<file path="src/rtl/multi_int_ctrl_pkg.sv">
// Shared definitions for the vectored interrupt controller.
// Holds the CP0 select codes, status bit positions, default vectors, FSM states and stack entry layout.
// Also holds the fixed-priority encoder.
package int_pkg;

  localparam logic [1:0]  CP0_STATUS     = 2'd0;
  localparam logic [1:0]  CP0_EPC        = 2'd1;
  localparam logic [1:0]  CP0_PEND       = 2'd2;
  localparam int          STATUS_IE_BIT  = 31;
  localparam logic [31:0] DEF_ISR_BASE   = 32'h0000_0100;
  localparam logic [31:0] DEF_ISR_STRIDE = 32'h0000_0040;

  typedef enum logic {ST_IDLE, ST_ENTER} int_state_t;

  // prev_vld=0 encodes "no interrupt level", i.e. the stack was empty before this push
  typedef struct packed {
    logic [31:0] epc;
    logic        prev_vld;
    logic [2:0]  prev_id;
  } stk_ent_t;

  function automatic logic [2:0] prio_enc(input logic [7:0] req);
    logic [2:0] idx;
    idx = '0;
    for (int i = 0; i < 8; i++) begin
      if (req[i]) idx = 3'(i);
    end
    return idx;
  endfunction

endpackage

</file>
<file path="src/rtl/multi_int_ctrl_if.sv">
// Bundles the pipeline-facing and CP0-facing signals of the interrupt controller.
// The master side is the core and pipeline. The slave side is the controller.
interface multi_int_ctrl_if #(parameter int N_SRC = 3);
  logic [N_SRC-1:0] irq_i;
  logic             take_ok;
  logic             eret_i;
  logic [31:0]      npc_i;
  logic             mtc0_we;
  logic [1:0]       cp0_sel;
  logic [31:0]      cp0_wdata;
  logic [31:0]      cp0_rdata;
  logic             interrupt;
  logic [31:0]      isr_entry;
  logic [31:0]      epc;
  logic [N_SRC-1:0] pending;
  logic [N_SRC-1:0] in_service;
  logic             stack_err;

  modport master (
    output irq_i, take_ok, eret_i, npc_i, mtc0_we, cp0_sel, cp0_wdata,
    input  cp0_rdata, interrupt, isr_entry, epc, pending, in_service, stack_err
  );
  modport slave (
    input  irq_i, take_ok, eret_i, npc_i, mtc0_we, cp0_sel, cp0_wdata,
    output cp0_rdata, interrupt, isr_entry, epc, pending, in_service, stack_err
  );
endinterface

</file>
<file path="src/rtl/multi_int_ctrl_epc_stack.sv">
// LIFO that stores return addresses and interrupt levels. It supports push, pop and overwrite of the top entry.
// Writes take effect on the next clock edge and the top entry is read combinationally.
// A push when full or a pop when empty is ignored. Push has priority over pop, and pop over overwrite.
module epc_stack #(
  parameter int DEPTH = 4,
  parameter int W     = 36
) (
  input  logic         clk,
  input  logic         RST,
  input  logic         push,
  input  logic         pop,
  input  logic         ovr,
  input  logic [W-1:0] push_dat,
  input  logic [W-1:0] ovr_dat,
  output logic [W-1:0] top_dat,
  output logic         full,
  output logic         empty
);
  localparam int PW = $clog2(DEPTH);

  logic [W-1:0]  mem [DEPTH];
  logic [PW:0]   cnt_q;
  logic [PW-1:0] top_idx;
  logic [PW-1:0] wr_idx;

  assign top_idx = PW'(cnt_q - (PW+1)'(1));
  assign wr_idx  = cnt_q[PW-1:0];
  assign full    = (cnt_q == (PW+1)'(DEPTH));
  assign empty   = (cnt_q == '0);
  assign top_dat = mem[top_idx];

  always_ff @(posedge clk) begin
    if (RST) begin
      cnt_q <= '0;
    end else if (push && !full) begin
      mem[wr_idx] <= push_dat;
      cnt_q       <= cnt_q + (PW+1)'(1);
    end else if (pop && !empty) begin
      cnt_q <= cnt_q - (PW+1)'(1);
    end else if (ovr && !empty) begin
      mem[top_idx] <= ovr_dat;
    end
  end
endmodule

</file>
<file path="src/rtl/multi_int_ctrl.sv">
// Vectored, nesting interrupt controller with CP0 status, EPC and pending registers.
// An edge is pending one cycle after it is sampled, and the registered redirect pulse follows one cycle later.
// When take_ok is low, a request waits in pending indefinitely. A request is not lost when the stack is full.
module multi_int_ctrl
  import int_pkg::*;
#(
  parameter int          N_SRC       = 3,
  parameter int          STACK_DEPTH = 4,
  parameter logic [31:0] ISR_BASE    = DEF_ISR_BASE,
  parameter logic [31:0] ISR_STRIDE  = DEF_ISR_STRIDE
) (
  input logic             clk,
  input logic             RST,
  multi_int_ctrl_if.slave bus
);
  localparam logic [N_SRC-1:0] ONE = N_SRC'(1);

  int_state_t       st_q, st_d;
  logic [N_SRC-1:0] irq_q, pend_q, mask_q, insvc_q;
  logic             ie_q, cur_vld_q, err_q;
  logic [2:0]       cur_id_q;
  logic [31:0]      isr_q, rdata, top_epc;
  logic [N_SRC-1:0] rise, elig, win_oh, restore_oh;
  logic [2:0]       win;
  logic             accept, do_pop, ovr_we, stk_full, stk_empty;
  stk_ent_t         top_ent, push_ent, ovr_ent;
  logic             unused_wdata;

  assign rise       = bus.irq_i & ~irq_q;
  assign elig       = pend_q & mask_q & {N_SRC{ie_q}};
  assign win        = prio_enc(8'(elig));
  assign win_oh     = ONE << win;
  assign restore_oh = top_ent.prev_vld ? (ONE << top_ent.prev_id) : '0;
  assign do_pop     = bus.eret_i && !stk_empty;
  assign ovr_we     = bus.mtc0_we && (bus.cp0_sel == CP0_EPC) && !stk_empty;
  assign push_ent   = '{epc: bus.npc_i, prev_vld: cur_vld_q, prev_id: cur_id_q};
  assign ovr_ent    = '{epc: bus.cp0_wdata, prev_vld: top_ent.prev_vld, prev_id: top_ent.prev_id};
  assign top_epc    = stk_empty ? 32'h0 : top_ent.epc;
  assign unused_wdata = ^bus.cp0_wdata[30:N_SRC];

  always_comb begin
    st_d   = st_q;
    accept = 1'b0;
    case (st_q)
      ST_IDLE: begin
        // A pending eret takes precedence. The request is evaluated again against the restored level.
        if ((|elig) && (!cur_vld_q || (win > cur_id_q)) && !stk_full &&
            bus.take_ok && !bus.eret_i) begin
          accept = 1'b1;
          st_d   = ST_ENTER;
        end
      end
      ST_ENTER: st_d = ST_IDLE;
      default:  st_d = ST_IDLE;
    endcase
  end

  always_ff @(posedge clk) begin
    if (RST) begin
      st_q      <= ST_IDLE;
      irq_q     <= '0;
      pend_q    <= '0;
      mask_q    <= '0;
      ie_q      <= 1'b0;
      insvc_q   <= '0;
      cur_vld_q <= 1'b0;
      cur_id_q  <= '0;
      err_q     <= 1'b0;
      isr_q     <= '0;
    end else begin
      st_q   <= st_d;
      irq_q  <= bus.irq_i;
      pend_q <= (pend_q & ~(accept ? win_oh : '0)) | rise;
      if (bus.mtc0_we && (bus.cp0_sel == CP0_STATUS)) begin
        ie_q   <= bus.cp0_wdata[STATUS_IE_BIT];
        mask_q <= bus.cp0_wdata[N_SRC-1:0];
      end
      if (accept) begin
        cur_vld_q <= 1'b1;
        cur_id_q  <= win;
        insvc_q   <= win_oh;
        isr_q     <= ISR_BASE + 32'(win) * ISR_STRIDE;
      end else if (do_pop) begin
        cur_vld_q <= top_ent.prev_vld;
        cur_id_q  <= top_ent.prev_id;
        insvc_q   <= restore_oh;
      end
      if (bus.eret_i && stk_empty) err_q <= 1'b1;
    end
  end

  epc_stack #(.DEPTH(STACK_DEPTH), .W($bits(stk_ent_t))) u_stack (
    .clk      (clk),
    .RST      (RST),
    .push     (accept),
    .pop      (do_pop),
    .ovr      (ovr_we),
    .push_dat (push_ent),
    .ovr_dat  (ovr_ent),
    .top_dat  (top_ent),
    .full     (stk_full),
    .empty    (stk_empty)
  );

  always_comb begin
    rdata = '0;
    case (bus.cp0_sel)
      CP0_STATUS: begin
        rdata[STATUS_IE_BIT] = ie_q;
        rdata[N_SRC-1:0]     = mask_q;
      end
      CP0_EPC:  rdata = top_epc;
      CP0_PEND: rdata[N_SRC-1:0] = pend_q;
      default:  rdata = '0;
    endcase
  end

  assign bus.cp0_rdata  = rdata;
  assign bus.interrupt  = (st_q == ST_ENTER);
  assign bus.isr_entry  = isr_q;
  assign bus.epc        = top_epc;
  assign bus.pending    = pend_q;
  assign bus.in_service = insvc_q;
  assign bus.stack_err  = err_q;
endmodule

</file>
<file path="src/flat_wrapper.sv">
// flat-port wrapper written by rule: the top's interface ports become plain ports
module multi_int_ctrl_flat import int_pkg::*;
#(
  parameter int          N_SRC       = 3,
  parameter int          STACK_DEPTH = 4,
  parameter logic [31:0] ISR_BASE    = DEF_ISR_BASE,
  parameter logic [31:0] ISR_STRIDE  = DEF_ISR_STRIDE
)
  (clk, RST, bus_irq_i, bus_take_ok, bus_eret_i, bus_npc_i, bus_mtc0_we, bus_cp0_sel, bus_cp0_wdata, bus_cp0_rdata, bus_interrupt, bus_isr_entry, bus_epc, bus_pending, bus_in_service, bus_stack_err);
  multi_int_ctrl_if #(.N_SRC(N_SRC)) bus_i ();
  input logic clk;
  input logic RST;
  input wire logic [$bits(bus_i.irq_i)-1:0] bus_irq_i;
  input wire logic [$bits(bus_i.take_ok)-1:0] bus_take_ok;
  input wire logic [$bits(bus_i.eret_i)-1:0] bus_eret_i;
  input wire logic [$bits(bus_i.npc_i)-1:0] bus_npc_i;
  input wire logic [$bits(bus_i.mtc0_we)-1:0] bus_mtc0_we;
  input wire logic [$bits(bus_i.cp0_sel)-1:0] bus_cp0_sel;
  input wire logic [$bits(bus_i.cp0_wdata)-1:0] bus_cp0_wdata;
  output wire logic [$bits(bus_i.cp0_rdata)-1:0] bus_cp0_rdata;
  output wire logic [$bits(bus_i.interrupt)-1:0] bus_interrupt;
  output wire logic [$bits(bus_i.isr_entry)-1:0] bus_isr_entry;
  output wire logic [$bits(bus_i.epc)-1:0] bus_epc;
  output wire logic [$bits(bus_i.pending)-1:0] bus_pending;
  output wire logic [$bits(bus_i.in_service)-1:0] bus_in_service;
  output wire logic [$bits(bus_i.stack_err)-1:0] bus_stack_err;
  assign bus_i.irq_i = bus_irq_i;
  assign bus_i.take_ok = bus_take_ok;
  assign bus_i.eret_i = bus_eret_i;
  assign bus_i.npc_i = bus_npc_i;
  assign bus_i.mtc0_we = bus_mtc0_we;
  assign bus_i.cp0_sel = bus_cp0_sel;
  assign bus_i.cp0_wdata = bus_cp0_wdata;
  assign bus_cp0_rdata = bus_i.cp0_rdata;
  assign bus_interrupt = bus_i.interrupt;
  assign bus_isr_entry = bus_i.isr_entry;
  assign bus_epc = bus_i.epc;
  assign bus_pending = bus_i.pending;
  assign bus_in_service = bus_i.in_service;
  assign bus_stack_err = bus_i.stack_err;
  multi_int_ctrl #(.N_SRC(N_SRC), .STACK_DEPTH(STACK_DEPTH), .ISR_BASE(ISR_BASE), .ISR_STRIDE(ISR_STRIDE)) u_core (.clk(clk), .RST(RST), .bus(bus_i));
endmodule
</file>
<file path="config.mk">
export PLATFORM = sky130hd
export DESIGN_NAME = multi_int_ctrl_flat
export DESIGN_NICKNAME = d
export VERILOG_FILES = /design/src/rtl/multi_int_ctrl_pkg.sv /design/src/rtl/multi_int_ctrl_if.sv /design/src/rtl/multi_int_ctrl_epc_stack.sv /design/src/rtl/multi_int_ctrl.sv /design/src/flat_wrapper.sv
export SDC_FILE = /design/constraint.sdc
export NUM_CORES = 1
export LEC_CHECK = 0
export BUFFER_PORTS_ARGS = -buffer_cell sky130_fd_sc_hd__buf_2
export CORE_MARGIN = 3
export CORE_UTILIZATION = 41
export DETAILED_ROUTE_END_ITERATION = 12
export HOLD_SLACK_MARGIN = 0.1
export SYNTH_ARGS = -nofsm -noshare
export SYNTH_HDL_FRONTEND = slang
export SYNTH_SLANG_ARGS = --single-unit
</file>
<file path="constraint.sdc">
create_clock -name clk -period 5.75 [get_ports clk]
set_input_delay 0.2875 -clock clk [delete_from_list [all_inputs] [get_ports clk]]
set_output_delay 0.2875 -clock clk [all_outputs]
set_load 0.01 [all_outputs]
</file>
; ---- Yosys cells after proc, flatten, opt, wreduce, memory -nomap -nowiden
; Memories as Yosys holds them, arrays and structs flattened.
; Index checks and enable logic that the tools add are counted.
[word_totals]
ramBits = 144
reg_bits = 54
out_inout_bits = 104
word_cells = 82
n_memories = 1
inputBits = 74
[memory_table]
columns = memory, depth, word_bits, rd, rd_clocked_by_memory_dff, wr, line_no
row1 = u_core.u_stack.mem, 4, 36, 1, 0, 1, multi_int_ctrl_epc_stack.sv:21  ; logic [W-1:0] mem [DEPTH];
[classes]
order_cmp = 1
addsub = 3
n_mux = 30
n_eq_ne = 3
reduce_logical = 23
n_bitwise = 8
n_shift = 2
[op_table]
columns = cell, n
row1 = $mux 36, 1
row2 = $reduce_or 36->1, 1
row3 = $mux 32, 1
row4 = $mux 28, 1
row5 = $mux 3, 9
row6 = $mux 1, 14
row7 = $and 3x3->3, 4
row8 = $logic_and 1x1->1, 12
row9 = $add 9x9->10 const A, 1
row10 = $pmux 3 s3, 1
row11 = $not 3->3, 2
row12 = $shl 1x3->3 const A, 2
row13 = $logic_not 1->1, 4
row14 = $pmux 1 s2, 2
row15 = $reduce_bool 2->1, 2
row16 = $add 3x1->3 const B, 1
row17 = $eq 3x3->1 const B, 1
row18 = $gt 3x3->1, 1
row19 = $logic_not 3->1, 1
row20 = $or 3x3->3, 1
row21 = $reduce_or 3->1, 1
row22 = $sub 3x1->3 const B, 1
row23 = $eq 2x1->1 const B, 1
row24 = $eq 2x2->1 const B, 1
row25 = 4 further kinds, 4

; ---- Longest topological paths before layout
[logic_depth]
ltp_word = 18
ltp_mapped = 10
depth_no_buf = 8

; ---- Cells and area by module
; Synthesis repeated with hierarchy kept, for this count alone.
[hier_totals]
cells_unflattened = 495
area_unflattened_um2 = 7870.0
[modules_own_cells]
columns = module, area_per_inst_um2, instances, cells_per_inst, seq_area_each_um2
row1 = epc_stack, 6157.2, 1, 277, 4384.2
row2 = multi_int_ctrl, 1712.9, 1, 218, 440.4

; ---- Least setup slack after synthesis
; No wires, ideal clock.
[synth_path]
path_kind = reg2reg
from = register u_core.u_stack.cnt_q[0]
to = memory u_core.u_stack.mem[1][0], enable pin
stages_incl_launch_ff = 11
t_arrival_ns = 3.261
setup_slack_ns = 2.093
setup_time_ns = 0.396
n_path_buf = 5
required_ns = 5.354
cell_sequence = dfxtp_1 > buf_2 > buf_1 > inv_1 > ha_1 > clkbuf_1 > clkbuf_1 > buf_1 > inv_1 > nor2_1 > a22o_1
[synth_via]
elab_chain_len = 13
word_cells_on_any_way = 26
cone_classes = add/sub (1) / eq/ne (1) / mux (12) / reduce/logical (12)
[synth_rtl]
columns = item, line_no
row1 = "start, declared", multi_int_ctrl_epc_stack.sv:22  ; logic [PW:0] cnt_q;
row2 = "start signal, assigned", multi_int_ctrl_epc_stack.sv:37  ; cnt_q <= cnt_q + (PW+1)'(1);
row3 = "start signal, assigned", multi_int_ctrl_epc_stack.sv:39  ; cnt_q <= cnt_q - (PW+1)'(1);
row4 = $eq 3x3->1, multi_int_ctrl_epc_stack.sv:28  ; assign full = (cnt_q == (PW+1)'(DEPTH));
row5 = $logic_not 1->1, "multi_int_ctrl_epc_stack.sv:35, multi_int_ctrl.sv:47"
row6 = $logic_and 1x1->1 (2 in series), multi_int_ctrl.sv:47  ; if ((|elig) && (!cur_vld_q || (win > cur_id_q)) && !stk_full &&
row7 = $logic_and 1x1->1, multi_int_ctrl.sv:48  ; bus.take_ok && !bus.eret_i) begin
row8 = $mux 1, multi_int_ctrl.sv:47
row9 = $mux 1, multi_int_ctrl.sv:44  ; case (st_q)
row10 = $logic_and 1x1->1, multi_int_ctrl_epc_stack.sv:35  ; end else if (push && !full) begin
row11 = $mux 1, multi_int_ctrl_epc_stack.sv:35
row12 = $mux 1, multi_int_ctrl_epc_stack.sv:33  ; if (RST) begin
row13 = $mux 1 (not written as such), multi_int_ctrl_epc_stack.sv:41  ; mem[top_idx] <= ovr_dat;
row14 = $reduce_or 36->1 (no line), n/a
row15 = $mux 2 (no line) or $mux 1 (tied branches), n/a
row16 = "end, declared", multi_int_ctrl_epc_stack.sv:21
; Parallel ways exist; a longest one is shown, timed or not.

; ---- Worst setup path after layout
[layout_path]
from = register u_core.u_stack.cnt_q[0]
to = output bus_cp0_rdata[31]
[layout_via]
elab_chain_len = 4
word_cells_on_any_way = 5
cone_classes = add/sub (1) / mux (2) / reduce/logical (1) / memory (1)
[layout_rtl]
columns = item, line_no
row1 = $sub 3x1->3, multi_int_ctrl_epc_stack.sv:26  ; assign top_idx = PW'(cnt_q - (PW+1)'(1));
row2 = $mem_v2 4x36, n/a
row3 = $mux 32 (*), multi_int_ctrl.sv:38  ; assign top_epc = stk_empty ? 32'h0 : top_ent.epc;
row4 = $pmux 1 s2 (*), multi_int_ctrl.sv:107  ; case (bus.cp0_sel)
row5 = "end, declared", flat_wrapper.sv:20  ; output wire logic [$bits(bus_i.cp0_rdata)-1:0] bus_cp0_rdata;
; Mark *: on every way between the ends. The rest lies on a longest branch, timed or not.

==> results.md <==
- Status: complete, no violations
- Ys async rst share: 0%
- Achievable Freq: 0.252 GHz
- Worst skew pair latency: 0.42 ns
- Initial DRC Count: 209
- Netlist cell types: 46
- Die outline width: 142 µm
- Seq pwr share: 38.3%
- Simple-gate share of the synthesized area: 9.22%
- Layout Nets: 704
- Design area: 9000 µm²
- RSZ-0062 raised after global routing: false
- DRC Markers: 0
- Mapped Cells: 482
- Most common cell after layout, fill and taps aside: buf_2
- CP Launch Type: flip-flop
- Num ports: 178
- Antenna cells: 0
- Crit path max fanout: 45
- WL final: 15.6 mm
- #FFs+latches synth: 169
- Port bufs: 148
- Min-delay worst type: input pin to flip-flop
- Global-route wire length before repair: 24.2 mm
- Row Count: 49
- CTS tree: built
- Pwr Total: 3860 µW
- Tcrit/Tclk final: 69.0%
- Largest family of logic cells by synthesized area: multiplexers
- Switching Fraction: 32.2%
- Max IR drop VDD: 0.295 mV
- Slowest cell on crit path: dfxtp_4
- CP top delay family: flip-flops
- Num CTS Buffers: 17
- Setup violators final: 0
- Final GP Congestion: 0.787
- Post-CTS Setup Bufs: 0
- Critical path class: flip-flop to output pin
- Maxcap violations: 0
- Antenna violations before repair: 0
- Core Region: 18100 µm²
- Wirelength per Cell: 18.0 µm
- All-Layer GR Usage: 15.7%
- Clock slew at reported path FFs: 0.07 ns
- Crit. End Element: output pin
- Int Pwr: 2620 µW
- CP Cell Sequence: inv_1, ha_2, buf_4, mux4_2, and2_1, mux2i_1, nor2_1, buf_2
- Final Hold Viols: 0
- Average vias per placed instance: 5.15
- NetSw: 1240 µW
- GR peak layer: met2
- Layout cells sized above 1: 41.2%
- Drt pass-1 iters: 4
- Worst Max-Slew Pin Slew: 1.11 ns
- Clock sink count: 169
- Worst EP required: 5.46 ns
- Starting utilization of the core area: 41.9%
- Combinational power share: 32.6%
- Crit path buffers/inverters: 3
- Leakage: 0.00345 µW
- Sequential-to-total area share from yosys stat: 63.7%
- Die area: 20100 µm²
- Met2 GRT Util: 25.7%
- Synth Area per Inst: 15.7 µm²
- Relative slew slack: 25.8%
- Area grow syn2layout: 18.9%
- H-Tree Depth: 4
- Synthesized area: 7570 µm²
- Final min period: 3.97 ns
- Commonest non-fill, non-tap cells in the layout: buf_2 (148), edfxtp_1 (144), mux4_2 (36), mux2_2 (35), and2_1 (33)
- Clock power share: 29.1%
- Mux contribution to synthesized area: 17.4%
- Final ANT Viol Nets: 0
- Synthesis Warnings: 0
- Largest net degree at the start of global routing: 63
- Critical Path AT: 3.68 ns
- Deepest clock path buffer count: 2
- Slew Viols, Final: 0
- Global routing usage on met1: 20.8%
- GRT overflow: 0
- M3 GR Usage: 4.04%
- Power Dens Cells: 429 nW/µm²
- Post-layout utilization of the core: 49.8%
- Post-Place Cell Area: 8390 µm²
- CP peak stage delay: 0.90 ns
- Post-synth EDFFs: 144
- Die height: 142 µm
- Clk_skew: 0.00926 ns
- Detailed placement HPWL: 9.99 mm
- Vias in the first global route: 4476
- CTS root buffer: clkbuf_16
- Post-synth top flop: edfxtp_1
- Compound-Gate Fraction of Synth Area: 3.72%
- Adder-Cell Fraction of Synth Area: 0.826%
- DR vias: 4461
- Setup_tns: 0 ns
- Synth Area in XOR/XNOR: 0%
kinds of logic after synthesis:
group,after synthesis
adders and majority gates,5
DFF,169
buffers and inverters,65
AOI/OAI and AO/OA,40
and+or+nand+nor,120
muxes,82
other,1
layout make-up:
type                            instances  area (µm²)
Fill cell                            1553        9080
Sequential cell                       169        4830
Multi-Input combinational cell        276        2480
Timing Repair Buffer                  155         801
Clock buffer                           18         429
Tap cell                              229         287
Clock inverter                         14         160
Inverter                                6        22.5
synthesized netlist by cell type, types with 2 or more instances:
cell type	n	share of area, %
a21boi_0	2	0.20
a21oi_1	12	0.79
a31o_2	3	0.35
a31oi_1	2	0.17
and2_1	33	2.7
and3_1	30	2.5
buf_1	5	0.25
buf_2	3	0.20
buf_4	29	2.9
buf_6	4	0.59
clkbuf_1	18	0.89
dfxtp_1	25	6.6
edfxtp_1	144	57
ha_1	5	0.83
inv_1	6	0.30
mux2_1	2	0.30
mux2_2	35	5.2
mux2i_1	9	1.2
mux4_2	36	11
nand2_1	15	0.74
nand2b_1	3	0.25
nand3_1	2	0.13
nor2_1	14	0.69
nor2b_1	8	0.66
nor3_1	5	0.33
nor3b_1	2	0.20
nor4_1	3	0.25
o211ai_1	2	0.20
o21a_1	2	0.20
o21ai_0	4	0.26
o22ai_1	2	0.17
o2bb2ai_1	3	0.35
flip-flops by register name, indices dropped and copies added, names as in the netlist:
register	flops
u_core.ie_q	1
u_core.cur_vld_q	1
u_core.irq_q	3
u_core.bus.in_service	3
u_core.u_stack.cnt_q	3
u_core.mask_q	3
u_core.bus.isr_entry	3
u_core.cur_id_q	3
u_core.bus.stack_err	1
u_core.bus.pending	3
u_core.bus.interrupt	1
u_core.u_stack.mem	144
routing by layer:
metal  vias to the layer above  wire (µm)
met4                         0        178
li1                       2081          -
met2                       154       7520
met5                         -          0
met1                      2211       7160
met3                        15        780
through the flow:
step / hold slack [ns] / setup slack (ns) / std cells
after floorplan: 0.416 / 2.09 / 510
after global placement: 0.443 / 2.03 / 832
after detailed placement: 0.452 / 1.98 / 832
after CTS: 0.111 / 1.68 / 867
after global routing: 0.135 / 1.51 / 867
final: 0.129 / 1.78 / 867
path summary, 6_finish.rpt:
check                                              from  cells past startpoint  slack, ns                        end
worst max-delay path            u_core.u_stack.cnt_q[0]                      8       1.78          bus_cp0_rdata[31]
worst max register to register  u_core.u_stack.cnt_q[0]                      4       2.11  u_core.u_stack.mem[0][22]
worst min register to register  u_core.bus.isr_entry[7]                      2       0.46    u_core.bus.isr_entry[7]
worst min-delay path                   bus_cp0_wdata[2]                      3       0.13           u_core.mask_q[2]
power groups by stage:
stage,Clock (µW),Sequential (µW),Combinational [µW]
2_1_floorplan,0,1430,938
3_3_place_gp,0,1510,1250
3_5_place_dp,0,1510,1270
4_1_cts,1150,1480,1280
5_1_grt,1200,1500,1370
6_report,1120,1480,1260
worst min-delay path: cells and delay by family:
kind          cells  cell delay (ns)
simple gates      1             0.07
mux               1             0.06
buf+inv           1             0.09
repair_timing:
| action | 4_1_cts | 5_1_grt |
|---|---|---|
| hold buffers | 3 | 0 |
| endpoints found under the hold margin | 3 | 0 |
| gates resized for setup | 0 | 0 |
No activity file was read; power rests on OpenSTA's default activity.
